File: config.mk
export PLATFORM = sky130hd
export DESIGN_NAME = gate_logic_sequencer
export DESIGN_NICKNAME = d
export VERILOG_FILES = /design/src/rtl/gate_logic_sequencer.sv
export SDC_FILE = /design/constraint.sdc
export NUM_CORES = 1
export LEC_CHECK = 0
export CAP_MARGIN = 40
export CORE_MARGIN = 10
export CORE_UTILIZATION = 61
export DETAILED_ROUTE_END_ITERATION = 7
export DONT_BUFFER_PORTS = 1
export PLACE_DENSITY = 0.84
export SYNTH_ARGS = -nofsm -noshare
export SYNTH_HDL_FRONTEND = slang
export SYNTH_SLANG_ARGS = --single-unit
File: constraint.sdc
create_clock -name clk -period 5 [get_ports clk]
set_input_delay 1.5 -clock clk [delete_from_list [all_inputs] [get_ports clk]]
set_output_delay 1.5 -clock clk [all_outputs]
set_load 0.02 [all_outputs]
File: src/rtl/gate_logic_sequencer.sv
// -----------------------------------------------------------------------------
// gate_logic_sequencer
//
// Purpose:
//   Self-checking sequencer that sits beside a gate_logic unit
//   (and/or/xor/xnor/nand/notb). On start it sweeps the unit's (a,b) inputs
//   through 00, 01, 10, 11, LOOPS times. Each vector is held for SETTLE_CYCLES
//   cycles and then sampled for one CHECK cycle, where the six gate outputs are
//   compared against the truth table. Mismatches accumulate into a sticky
//   per-gate mask and a saturating count; a one-cycle done pulse ends the run
//   and pass reports whether the mask stayed clear.
//
// Parameters:
//   SETTLE_CYCLES  cycles each vector is held before sampling (>= 1)
//   LOOPS          full 4-vector sweeps per run (>= 1)
//
// Ports:
//   clk        in   rising-edge clock
//   rst        in   synchronous, active-high reset (priority over start)
//   start      in   level; only looked at in IDLE
//   gl_a/gl_b  out  registered stimulus to gate_logic (= vec_idx[1]/vec_idx[0])
//   gl_out     in   {notb,nand,xnor,xor,or,and}, bit0 = and
//   busy       out  high from the cycle after start is accepted until done
//   done       out  one-cycle pulse at end of run
//   pass       out  last run finished with err_mask == 0
//   err_mask   out  sticky per-gate mismatch flags (gl_out bit order)
//   err_count  out  total mismatching gate samples, saturating at 255
//   vec_idx    out  current vector index
// -----------------------------------------------------------------------------
module gate_logic_sequencer #(
  parameter int SETTLE_CYCLES = 2,
  parameter int LOOPS         = 1
) (
  input  logic       clk,
  input  logic       rst,
  input  logic       start,
  output logic       gl_a,
  output logic       gl_b,
  input  logic [5:0] gl_out,
  output logic       busy,
  output logic       done,
  output logic       pass,
  output logic [5:0] err_mask,
  output logic [7:0] err_count,
  output logic [1:0] vec_idx
);

  // Counter widths are kept at least one bit wide so SETTLE_CYCLES=1 and
  // LOOPS=1 still produce legal vectors.
  localparam int SET_W  = (SETTLE_CYCLES > 1) ? $clog2(SETTLE_CYCLES) : 1;
  localparam int LOOP_W = (LOOPS > 1) ? $clog2(LOOPS) : 1;

  localparam logic [SET_W-1:0]  SETTLE_LAST = SET_W'(SETTLE_CYCLES - 1);
  localparam logic [LOOP_W-1:0] LOOP_LAST   = LOOP_W'(LOOPS - 1);

  typedef enum logic [1:0] {
    S_IDLE,
    S_SETTLE,
    S_CHECK,
    S_DONE
  } state_t;

  state_t state_q, state_d;

  logic [SET_W-1:0]  settle_cnt_q, settle_cnt_d;
  logic [LOOP_W-1:0] loop_q, loop_d;
  logic [1:0]        vec_idx_q, vec_idx_d;
  logic              gl_a_q, gl_a_d;
  logic              gl_b_q, gl_b_d;
  logic              busy_q, busy_d;
  logic              done_q, done_d;
  logic              pass_q, pass_d;
  logic [5:0]        err_mask_q, err_mask_d;
  logic [7:0]        err_count_q, err_count_d;

  // ---------------------------------------------------------------------------
  // Compare datapath: expected gate outputs for the vector currently applied.
  // gl_a_q/gl_b_q are what gate_logic is actually seeing this cycle.
  // ---------------------------------------------------------------------------
  logic [5:0] exp_out;
  logic [5:0] mism;
  logic [3:0] mism_pop;
  logic [8:0] count_sum;
  logic [7:0] count_sat;
  logic       settle_last;
  logic       run_last;

  always_comb begin
    // NOTE: every always_comb output gets a default before any branch, so no
    // path can leave it unassigned and infer a latch.
    exp_out = {~gl_b_q, ~(gl_a_q & gl_b_q), ~(gl_a_q ^ gl_b_q),
               gl_a_q ^ gl_b_q, gl_a_q | gl_b_q, gl_a_q & gl_b_q};
    mism    = gl_out ^ exp_out;

    mism_pop = '0;
    for (int i = 0; i < 6; i++) begin
      mism_pop = mism_pop + {3'b000, mism[i]};
    end

    count_sum = {1'b0, err_count_q} + {5'b00000, mism_pop};
    count_sat = count_sum[8] ? 8'hff : count_sum[7:0];

    settle_last = (settle_cnt_q == SETTLE_LAST);
    run_last    = (vec_idx_q == 2'd3) && (loop_q == LOOP_LAST);
  end

  // ---------------------------------------------------------------------------
  // State register plus all datapath/output flops.
  // ---------------------------------------------------------------------------
  always_ff @(posedge clk) begin
    // NOTE: sequential state uses non-blocking assignments so every flop
    // samples pre-edge values regardless of statement order.
    if (rst) begin
      state_q      <= S_IDLE;
      settle_cnt_q <= '0;
      loop_q       <= '0;
      vec_idx_q    <= '0;
      gl_a_q       <= 1'b0;
      gl_b_q       <= 1'b0;
      busy_q       <= 1'b0;
      done_q       <= 1'b0;
      pass_q       <= 1'b0;
      err_mask_q   <= '0;
      err_count_q  <= '0;
    end else begin
      state_q      <= state_d;
      settle_cnt_q <= settle_cnt_d;
      loop_q       <= loop_d;
      vec_idx_q    <= vec_idx_d;
      gl_a_q       <= gl_a_d;
      gl_b_q       <= gl_b_d;
      busy_q       <= busy_d;
      done_q       <= done_d;
      pass_q       <= pass_d;
      err_mask_q   <= err_mask_d;
      err_count_q  <= err_count_d;
    end
  end

  // ---------------------------------------------------------------------------
  // Next-state logic.
  // ---------------------------------------------------------------------------
  always_comb begin
    state_d = state_q;
    unique case (state_q)
      S_IDLE:   if (start)       state_d = S_SETTLE;
      S_SETTLE: if (settle_last) state_d = S_CHECK;
      S_CHECK:  state_d = run_last ? S_DONE : S_SETTLE;
      S_DONE:   state_d = S_IDLE;
      default:  state_d = S_IDLE;
    endcase
  end

  // ---------------------------------------------------------------------------
  // Output / datapath next values. Everything holds by default; done is a
  // pulse so it defaults low.
  // ---------------------------------------------------------------------------
  always_comb begin
    settle_cnt_d = settle_cnt_q;
    loop_d       = loop_q;
    vec_idx_d    = vec_idx_q;
    gl_a_d       = gl_a_q;
    gl_b_d       = gl_b_q;
    busy_d       = busy_q;
    done_d       = 1'b0;
    pass_d       = pass_q;
    err_mask_d   = err_mask_q;
    err_count_d  = err_count_q;

    unique case (state_q)
      S_IDLE: begin
        if (start) begin
          err_mask_d   = '0;
          err_count_d  = '0;
          pass_d       = 1'b0;
          vec_idx_d    = 2'd0;
          loop_d       = '0;
          settle_cnt_d = '0;
          busy_d       = 1'b1;
          gl_a_d       = 1'b0;
          gl_b_d       = 1'b0;
        end
      end

      S_SETTLE: begin
        settle_cnt_d = settle_last ? '0 : settle_cnt_q + SET_W'(1);
      end

      S_CHECK: begin
        err_mask_d  = err_mask_q | mism;
        err_count_d = count_sat;
        if (run_last) begin
          // pass must include the mismatches found in this final CHECK,
          // hence it looks at the updated mask rather than err_mask_q.
          done_d    = 1'b1;
          busy_d    = 1'b0;
          pass_d    = (err_mask_d == 6'd0);
          vec_idx_d = 2'd0;
          loop_d    = '0;
          gl_a_d    = 1'b0;
          gl_b_d    = 1'b0;
        end else begin
          // vec_idx wraps 3->0 naturally; the wrap is what advances the loop.
          vec_idx_d = vec_idx_q + 2'd1;
          if (vec_idx_q == 2'd3) begin
            loop_d = loop_q + LOOP_W'(1);
          end
          gl_a_d = vec_idx_d[1];
          gl_b_d = vec_idx_d[0];
        end
      end

      S_DONE: begin
        // One-cycle report state; results simply hold.
      end

      default: begin
      end
    endcase
  end

  assign gl_a      = gl_a_q;
  assign gl_b      = gl_b_q;
  assign busy      = busy_q;
  assign done      = done_q;
  assign pass      = pass_q;
  assign err_mask  = err_mask_q;
  assign err_count = err_count_q;
  assign vec_idx   = vec_idx_q;

endmodule

# --- After elaboration in Yosys (flattened, before gate mapping) ---
# Index checks and enable logic that the tools add are counted.
classes:
  mux: 28
  n_addsub: 9
  n_reduce_logical: 11
  n_bitwise: 10
  eq_ne: 8
ops:
  columns: ["operator", "n"]
  rows:
  - ["$mux 8", 2]
  - ["$pmux 8 s2", 1]
  - ["$pmux 1 s2", 6]
  - ["$pmux 6 s2", 1]
  - ["$mux 1", 10]
  - ["$mux 2", 5]
  - ["$add 8x4->9", 1]
  - ["$add 4x1->4", 2]
  - ["$pmux 2 s4", 1]
  - ["$eq 2x2->1 const B", 3]
  - ["$logic_not 6->1", 1]
  - ["$mux 6", 1]
  - ["$ne 2x2->1 const B", 3]
  - ["$or 6x6->6", 1]
  - ["$reduce_and 2->1", 3]
  - ["$reduce_and 3->1", 2]
  - ["$xor 6x6->6", 1]
  - ["$not 1->1", 5]
  - ["$add 3x1->4", 1]
  - ["$pmux 2 s2", 1]
  - ["$reduce_bool 2->1", 2]
  - ["$add 2x1->3", 1]
  - ["$ne 3x3->1 const B", 1]
  - ["$add 1x1->1 const B", 2]
  - ["9 further kinds", 9]
word_totals:
  input_bits: 9
  output_inout_bits: 21
  reg_bits: 25

# --- Depth between registers and ports, before layout ---
# Gate-level depths: netlist of run 1.
logic_depth:
  ltp_word: 11
  ltp_mapped: 13

# --- Least setup slack after synthesis of run 1 ---
# No wires, ideal clock.
synth_timing:
  path_kind: "in2reg"
  start: "in gl_out[2]"
  end: "reg err_count_q[7] (netlist: err_count[7])"
  slack_ps: 524
  setup_time_ps: 116
  stages: 11
  t_arrival_ps: 4360
  required_time_ps: 4884
  cell_sequence: "xor2_1 inv_1 fa_1 fa_1 inv_1 fa_1 fa_1 a21oi_1 nor4b_1 and3_1 nor4_1"
synth_via:
  elab_chain_cells: 8
synth_lines:
  columns: ["item", "line", "text"]
  rows:
  - ["from (decl)", "39", "input logic [5:0] gl_out,"]
  - ["$xor 6x6->6", "93", "mism = gl_out ^ exp_out;"]
  - ["$add 2x1->3", "97", "mism_pop = mism_pop + {3'b000, mism[i]};"]
  - ["$add 3x1->4", "97", null]
  - ["$add 4x1->4 (2 in a row)", "97", null]
  - ["$add 8x4->9", "100", "count_sum = {1'b0, err_count_q} + {5'b00000, mism_pop};"]
  - ["$mux 8", "101", "count_sat = count_sum[8] ? 8'hff : count_sum[7:0];"]
  - ["$pmux 8 s2", "170", "unique case (state_q)"]
  - ["to (signal assigned)", "136", "err_count_q <= err_count_d;"]
  - ["to (decl)", "74", "logic [7:0] err_count_q, err_count_d;"]
# No other way between the ends.
# A chain may end at the register's enable or synchronous reset.

# --- Final worst setup path of run 1 ---
# Same ends and word-level chain as after synthesis.

==> results.md, run 1 <==
- Status: finished, final reports clean
- Max Clk Rate: around 230 MHz
- TNS Setup: 0 ps
- Min-delay worst type: flip-flop to flip-flop
- Critical Path AT: 4660 ps
- RSZ-0062 raised after global routing: no
- Global-route wire length before repair: 4740 um
- Final Critical Period: roughly 4400 ps
- Worst path slowest cell: fa_1
- Top FF cell, synth: dfxtp_1
- Post-synth ARST share: 0%
- Root Driver: clkbuf_4
- Max stage delay on crit path: roughly 520 ps
- WP data required: 5220 ps
- R2R Path End: err_count[7]$_SDFFE_PP0P_
- DR iter-0 viols: ~70
- DRC Markers: 0
- Static Leak: between 0.4 and 0.5 nW
- Final worst slack: roughly 560 ps
- Num CTS Buffers: 3
- R2R Setup Slk: approximately 890 ps
- # resized after CTS: 0
- Crit-path cells: xor2_1 > inv_1 > fa_1 > fa_1 > inv_1 > fa_1 > fa_1 > a21oi_1 > nor4b_1 > and3_1 > nor4_1
- Nets: around 160
- Initial Utilization: between 60 and 70%
- Maximum vdd drop: about 0.00017 V
- DR vias/cell: between 6 and 7
- HP Start: settle_cnt_q$_SDFFE_PP0P_
- Die W: between 60 and 70 um
- CP Capture Type: flip-flop
- Net Count, Synth: approximately 160
- RR Startpoint: gl_b$_SDFFE_PP0P_
- Post-DP HPWL: about 2200 um
- Max clock buf depth: 2
- Mux cell area share after synthesis: 0%
- Hold Fails Final Rpt: 0
- # diodes: 0
- Gr ovfl total: 0
- Synth Area in Adders: roughly 13%
- Row cnt: 16
- Tot GR Track Use: between 10% and 20%
- Port Buf Inserts: 0
- #FFs+latches synth: 23
- Hold-fix buffers at CTS: 0
- Worst skew pair latency: 310 ps
- CTS sink cnt: 23
- Final ANT Viol Nets: 0
- Largest net degree at the start of global routing: 24
- Fraction of layout cells with a size suffix above 1: under 10%
- Worst-path clk slew: 130 ps
- Synthesized netlist cell count: 142
- Final hold slack: 502 ps
- Fill cells: 177
- WL final: between 2000 and 3000 um
- Relative slew slack: 62.7%
- DR WL/cell: roughly 17 um
- Setup-failing EPs final: 0
- Netlist cell types: 33
- Most used cell, CP: fa_1
- WHS Endpoint: settle_cnt_q$_SDFFE_PP0P_
- Post-synthesis simple-gate area fraction: 20.3%
- Vias in the first global route: roughly 1,100
- Max-capacitance violation count: 0
- CTS H-tree lvls: 1
- CP startpoint kind: primary input
- Vias: about 1,000
- Initial antenna violation count: 0
- Ports: 30
- Post-Synth XOR/XNOR Area: 5.00%
- Die height: 64.8 um
- Kind of critical path: primary input to flip-flop
- Gpl congestion: roughly 0.81
- Largest family of logic cells by synthesized area: simple AND/OR/NAND/NOR gates
- Iteration count of the initial detailed-routing pass: 4
- Clock skew: around 8.7 ps
- Slew Viols, Final: 0
- Compound-Gate Fraction of Synth Area: roughly 18%
- TritonCTS clock tree: yes
- Core Region: a little under 2000 sq um
- Cells on worst reg2reg path: 13
- Post-CTS Setup Inserts: 0
- Sequential share of the synthesized area: around 38%
- Layout Area Growth over Synthesis: 3.67%
- Hold depth: 2
- Worst slew pin tran: around 560 ps
- Final Cycle Share: between 80% and 90%
- Synthesized area per cell: between 8 and 9 sq um
- EDFF count, synth: 0
- Die area: 4200 sq um
- Setup WS pre-CTS: between 200 and 300 ps
- Pwr per Cell Area: around 250 nW/um^2
- Ys Warns: 0
- Mapped Area: approximately 1200 sq um
- Crit path max fanout: 5
cells in the mapped netlist (all sizes together), types with 2 or more instances:
cell type,n,share of area (%)
a21oi,15,6.1
a22oi,8,4.9
buf,4,2.2
clkbuf,3,0.92
dfxtp,23,38
fa,4,6.5
ha,6,6.1
inv,11,3.4
nand2,9,2.8
nand3,2,0.82
nand3b,2,1.2
nor2,15,4.6
nor2b,2,1.0
nor3,6,2.4
nor4,3,1.5
o21ai,7,2.9
or3,2,1.0
xnor2,4,2.9
xor2,3,2.1
worst max-delay path: cells and delay by family:
family,cells,cell delay [ps]
fa+ha+maj,4,1900
simple gates,3,570
compound gates,1,340
xor+xnor,1,210
buf+inv,2,140
power breakdown:
group          total, mW  internal, mW  switching (mW)
clock             0.0864        0.0298          0.0565
combinational     0.0422        0.0167          0.0255
sequential         0.191         0.186         0.00438
total              0.319         0.233          0.0864
state kept, by name, indices dropped and copies added, names as in the netlist:
signal / flops
vec_idx: 1
state_q: 2
busy: 1
err_mask: 6
settle_cnt_q: 1
pass: 1
gl_b: 1
err_count: 8
loop_q: 1
done: 1
cell type report:
| cell class | count | area (sq um) | area share [%] |
|---|---|---|---|
| Tap cell | 27 | 33.8 | 2.66 |
| Clock buffer | 3 | 22.5 | 1.77 |
| Inverter | 11 | 41.3 | 3.25 |
| Sequential cell | 23 | 460 | 36.2 |
| Multi-Input combinational cell | 101 | 686 | 53.9 |
| Clock inverter | 1 | 5.00 | 0.394 |
| Timing Repair Buffer | 3 | 22.5 | 1.77 |
logic make-up (layout without fill, tap and decap cells):
family | after synthesis | count (layout)
compound gates | 35 | 35
fa+ha+maj | 10 | 10
flops | 23 | 23
xor+xnor | 7 | 7
simple gates | 49 | 49
buf+inv | 18 | 18
per-layer routing:
layer | routed length (um) | track usage (%) | share of wire, %
met5 | 0 | 0 | 0
met4 | 28 | 4.55 | 0.99
met3 | 300 | 4.98 | 11
met2 | 1420 | 25.0 | 50
met1 | 1070 | 13.9 | 38
how the worst max path moves through the flow:
stage	startpoint	endpoint	slack (ps)
floorplan	gl_out[2]	err_count[7]$_SDFFE_PP0P_	520
global placement	gl_out[2]	err_count[7]$_SDFFE_PP0P_	430
detailed placement	gl_out[0]	err_count[7]$_SDFFE_PP0P_	250
CTS	gl_out[2]	err_count[7]$_SDFFE_PP0P_	590
global route	gl_out[2]	err_count[2]$_SDFFE_PP0P_	400
finish	gl_out[2]	err_count[7]$_SDFFE_PP0P_	560
metrics by stage:
step	cell area [sq um]	utilization (%)	std cells	total power [mW]
2_1_floorplan	1230	-	142	0.229
5_1_grt	1270	65.5	169	0.331
3_3_place_gp	1240	63.7	164	0.234
6_report	1270	65.5	169	0.319
4_1_cts	1270	65.5	169	0.323
3_5_place_dp	1240	64.0	165	0.236
layout by cell type (no fill, tap or decap), drive strengths merged:
cell type and instances:
nand3b 2, nor4b 1, dfxtp 23, a21oi 15, ha 6, clkinv 1
inv 11, nor2b 2, o31a 1, nand4b 1, buf 3, nand3 2
o21ai 7, a41oi 1, or3 2, nand2b 1, nand2 9, nand4 1
nor4 3, nor3 6, nor3b 1, clkbuf 3, nor2 15, o21bai 1
xnor2 4, or3b 1, or4 1, xor2 3, a22oi 8, a2111oi 1
and3 1, a211oi 1, fa 4
No activity file was read; power rests on OpenSTA's default activity.
==> run 2: changes to the inputs <==
PLACE_DENSITY = 0.77   (was 0.84)
==> run 2 against run 1 <==
Compared with the run above: cell count unchanged; maximum frequency up 1.5%; critical path depth unchanged; sequential cell count unchanged; count of clock-buffer cells in the layout unchanged; critical endpoint unchanged; wire length down 7.1%; first-iteration DRC count up 1.4%; setup slack better by 68 ps; sequential power about the same; highest routed layer unchanged; sequential share of layout area unchanged; clock power down 2.7%.
==> results.md, run 2 (synthesized netlist as in run 1, its figures left out) <==
- Status: finished, final reports clean
- Commonest non-fill, non-tap cell in the layout: dfxtp_1
- Highest metal used: met4
- Met2 Routed Length: ~1200 um
- Worst slew pin tran: 459 ps
- Global-route wire length before repair: around 4300 um
- Max clock buf depth: 2
- DR iter-0 viols: 72
- Setup-failing EPs final: 0
- Row cnt: 16
- CTS sink cnt: 23
- Post-CTS Setup Inserts: 0
- Relative slew slack: a little over two thirds
- Num CTS Buffers: 3
- # resized after CTS: 0
- Pwr Total: ~0.32 mW
- Fraction of layout cells with a size suffix above 1: under 10%
- Met3 WL post-DR: roughly 290 um
- CTS H-tree lvls: 1
- Max reg flops: 8
- Final hold slack: a little under 500 ps
- DRT met1 WL: 1070 um
- Core Region: 1940 sq um
- Layout Area Growth over Synthesis: 3.67%
- Critical Path AT: around 4600 ps
- DR WL/cell: roughly 16 um
- DRC Markers: 0
- Vias: around 1,000
- Hold Fails Final Rpt: 0
- TritonCTS clock tree: yes
- Die area: ~4200 sq um
- # diodes: 0
- Non-filler cells, final: between 150 and 200
- Most frequent cells in the layout: dfxtp_1 (23), nor2_1 (15), a21oi_1 (15), inv_1 (11), nand2_1 (9)
- Tot GR Track Use: around an eighth
- Worst-path clk slew: ~120 ps
- TNS Setup: 0 ps
- Die W: between 60 and 70 um
- Root Driver: clkbuf_4
- Max Clk Rate: 229 MHz
- Final Cycle Share: a little under 90%
- Vias in the first global route: between 900 and 1,000
- Largest net degree at the start of global routing: 24
- Post-DP HPWL: between 2000 and 2500 um
- Gpl congestion: around 0.77
- Crit path max fanout: 5
- CP startpoint kind: primary input
- Nets: 162
- Die height: ~65 um
- Final Util: about two thirds
- Clock skew: around 2.5 ps
- WP data required: 5210 ps
- Hold-fix buffers at CTS: 0
- Min-delay worst type: flip-flop to flip-flop
- DR vias/cell: just over 6
- RSZ-0062 raised after global routing: no
- Port Buf Inserts: 0
- Worst skew pair latency: approximately 300 ps
- Initial Utilization: a little over three fifths
- Iteration count of the initial detailed-routing pass: 4
- Placed cell count: around 170
- CP Capture Type: flip-flop
- Ports: 30
- Final Critical Period: about 4400 ps
- Maximum vdd drop: 0.000155 V
- Gr ovfl total: 0
- Slew Viols, Final: 0
- Static Leak: roughly 0.5 nW
- Final ANT Viol Nets: 0
- Kind of critical path: primary input to flip-flop
- Initial antenna violation count: 0
- Pwr per Cell Area: 248 nW/um^2
- WL final: ~2600 um
- Max-capacitance violation count: 0
-- run 2: cell counts in the layout (fill, tap and decap cells not counted) --
No cell type changed its count.
-- run 2: per-layer routing --
layer	global-route usage, %	vias to the layer above
li1	-	492
met1	13.8	506
met2	20.7	44
met3	5.15	4
met4	5.61	0
met5	0	-
-- run 2: final timing paths --
kind	from	endpoint	slack, ps	cells after the start
hold reg to reg	settle_cnt_q$_SDFFE_PP0P_	settle_cnt_q$_SDFFE_PP0P_	490	2
hold / removal	settle_cnt_q$_SDFFE_PP0P_	settle_cnt_q$_SDFFE_PP0P_	490	2
setup / recovery	gl_out[2]	err_count[7]$_SDFFE_PP0P_	630	11
setup reg to reg	gl_b$_SDFFE_PP0P_	err_count[7]$_SDFFE_PP0P_	960	13
-- run 2: area by class of cell --
class | count | area, sq um
Multi-Input combinational cell | 101 | 686
Sequential cell | 23 | 460
Clock buffer | 3 | 22.5
Fill cell | 180 | 671
Inverter | 11 | 41.3
Clock inverter | 1 | 5.00
Tap cell | 27 | 33.8
Timing Repair Buffer | 3 | 22.5
-- run 2: metrics by stage --
stage | setup slack [ps] | cell area [sq um]
after floorplan | 524 | 1230
after global placement | 410 | 1240
after global routing | 377 | 1270
after detailed placement | 296 | 1240
after CTS | 645 | 1270
final | 626 | 1270
-- run 2: critical path, cell delays in order --
cell     delay [ps]
xor2_1          220
inv_1            90
fa_1            490
fa_1            510
inv_1            40
fa_1            420
fa_1            470
a21oi_1         320
nor4b_1         280
and3_1          200
nor4_1           50
-- run 2: where the power goes --
group	switching, mW	internal [mW]
registers	0.00451	0.186
clock network	0.0542	0.0298
logic	0.0244	0.0166
total	0.0832	0.233
==> run 3: changes to the inputs <==
--- a/constraint.sdc
+++ b/constraint.sdc
@@ -3,2 +3,2 @@
 set_output_delay 1.5 -clock clk [all_outputs]
-set_load 0.02 [all_outputs]
+set_load 0.01 [all_outputs]
==> run 3 against run 2 <==
Compared with the run above: global-route usage fell by 0.31 points; clock skew shrank 0.71 ps; sequential cell count unchanged; cell area down 1.2%; wire length decreased by 3.4%; worst hold slack lost 6.3 ps; total power about the same; via count shrank 6.5%; maximum frequency is 1.7% higher; die area unchanged; critical endpoint unchanged; largest power group unchanged.
==> results.md, run 3 (synthesized netlist as in run 1, its figures left out) <==
- Critical Path AT: around 4500 ps
- Final Cycle Share: 86.0%
- HP Start: loop_q$_SDFFE_PP0P_
- Combinational fraction of design power: approximately 13%
- Crit path max fanout: 5
- TNS Setup: 0 ps
- Slew Viols, Final: 0
- Static Leak: approximately 0.47 nW
- TritonCTS clock tree: yes
- Final Critical Period: 4300 ps
- R2R Setup Slk: just over 800 ps
- Vias in the first global route: about 1,000
- DRC Markers: 0
- RSZ-0062 raised after global routing: no
- Worst slew pin tran: about 490 ps
- Tot GR Track Use: 12.2%
- Clock power share: between 20% and 30%
- Die W: between 60 and 70 um
- Most frequent cells in the layout: dfxtp_1 (23), nor2_1 (15), a21oi_1 (15), inv_1 (11), nand2_1 (9)
- Vias: between 900 and 1,000
- Global-route wire length before repair: ~4300 um
- Row cnt: 16
- Hold Fails Final Rpt: 0
- # diodes: 0
- Cells on worst reg2reg path: 13
- Gr ovfl total: 0
- Cell Int Power: ~0.23 mW
- Max reg flops: 8
- Status: finished, final reports clean
- Kind of critical path: primary input to flip-flop
- Maximum vdd drop: 0.000159 V
- CTS sink cnt: 23
- Largest net degree at the start of global routing: 24
- Max clock buf depth: 2
- Hold depth: 2
- Core Region: 1940 sq um
- Final worst slack: roughly 700 ps
- Setup-failing EPs final: 0
- Die area: roughly 4200 sq um
- RR Startpoint: gl_b$_SDFFE_PP0P_
- Relative slew slack: 67.0%
- DR WL/cell: about 15 um
- WL final: approximately 2500 um
- Final ANT Viol Nets: 0
- Fraction of layout cells with a size suffix above 1: under 10%
- Die height: approximately 65 um
- Setup WS pre-CTS: between 300 and 400 ps
- DR vias/cell: between 5 and 6
- Layout Area Growth over Synthesis: 2.45%
- CTS H-tree lvls: 1
- Hold-fix buffers at CTS: 0
- WP data required: 5220 ps
- Pwr per Cell Area: roughly 250 nW/um^2
- Gpl congestion: 0.780
- Root Driver: clkbuf_4
- Min-delay worst type: flip-flop to flip-flop
- # resized after CTS: 0
- Max Clk Rate: 233 MHz
- Iteration count of the initial detailed-routing pass: 4
- Post-CTS Setup Inserts: 0
- DR iter-0 viols: between 80 and 90
- Post-DP HPWL: approximately 1900 um
- CP startpoint kind: primary input
- Num CTS Buffers: 3
- Initial Utilization: between 60 and 70%
- Port Buf Inserts: 0
- Ports: 30
- Sequential power share: about three fifths
- WHS Endpoint: loop_q$_SDFFE_PP0P_
- Initial antenna violation count: 0
- Worst-path clk slew: 120 ps
- R2R Path End: err_count[7]$_SDFFE_PP0P_
- Worst skew pair latency: 310 ps
- Max-capacitance violation count: 0
- Clock skew: between 1.5 and 2 ps
- Switching share of power: 26.4%
- P_sw: 0.0833 mW
- CP Capture Type: flip-flop
- Commonest non-fill, non-tap cell in the layout: dfxtp_1
- Nets: 160
==> run 3: final cells by class <==
| type | instances | area [sq um] |
|---|---|---|
| inverter | 11 | 41.3 |
| clock inverter | 1 | 5.00 |
| sequential | 23 | 460 |
| fill | 169 | 686 |
| timing repair buffer | 1 | 7.51 |
| clock buffer | 3 | 22.5 |
| multi-input combinational | 101 | 686 |
| tap | 27 | 33.8 |
==> run 3: per-stage QoR <==
step / std cells / utilization, % / cell area, sq um / total power [mW] / hold slack [ps]
2_1_floorplan: 142 / - / 1230 / 0.228 / 457
3_3_place_gp: 162 / 62.9 / 1220 / 0.233 / 461
3_5_place_dp: 163 / 63.3 / 1230 / 0.234 / 468
4_1_cts: 167 / 64.7 / 1260 / 0.319 / 486
5_1_grt: 167 / 64.7 / 1260 / 0.330 / 519
6_report: 167 / 64.7 / 1260 / 0.316 / 486
==> run 3: worst max-delay path by stage <==
stage	to	depth (start not counted)	slack [ps]	start
detailed placement	err_count[7]$_SDFFE_PP0P_	11	350	gl_out[2]
global placement	err_count[7]$_SDFFE_PP0P_	11	410	gl_out[2]
CTS	err_count[7]$_SDFFE_PP0P_	11	700	gl_out[2]
global route	err_count[7]$_SDFFE_PP0P_	11	470	gl_out[2]
finish	err_count[7]$_SDFFE_PP0P_	11	700	gl_out[2]
floorplan	err_count[7]$_SDFFE_PP0P_	11	530	gl_out[2]
==> run 3: power by group through the flow <==
stage	clock network [mW]	logic, mW	registers (mW)
after floorplan	0	0.0349	0.193
after global placement	0	0.0394	0.194
after detailed placement	0	0.0403	0.194
after CTS	0.0878	0.0411	0.190
after global routing	0.0920	0.0471	0.191
final	0.0853	0.0407	0.190
==> run 3: worst max-delay path, cell delays in order <==
cell and delay, ps:
xor2_1 210, inv_1 100, fa_1 490, fa_1 510, inv_1 40, fa_1 420
fa_1 470, a21oi_1 310, nor4b_1 240, and3_1 180, nor4_1 40
==> run 3: layer usage <==
| layer | global-route usage, % | share of wire (%) | up-vias |
|---|---|---|---|
| li1 | - | - | 487 |
| met1 | 13.9 | 42 | 453 |
| met2 | 20.0 | 44 | 36 |
| met3 | 5.50 | 13 | 2 |
| met4 | 4.01 | 0.83 | 0 |
| met5 | 0 | 0 | - |
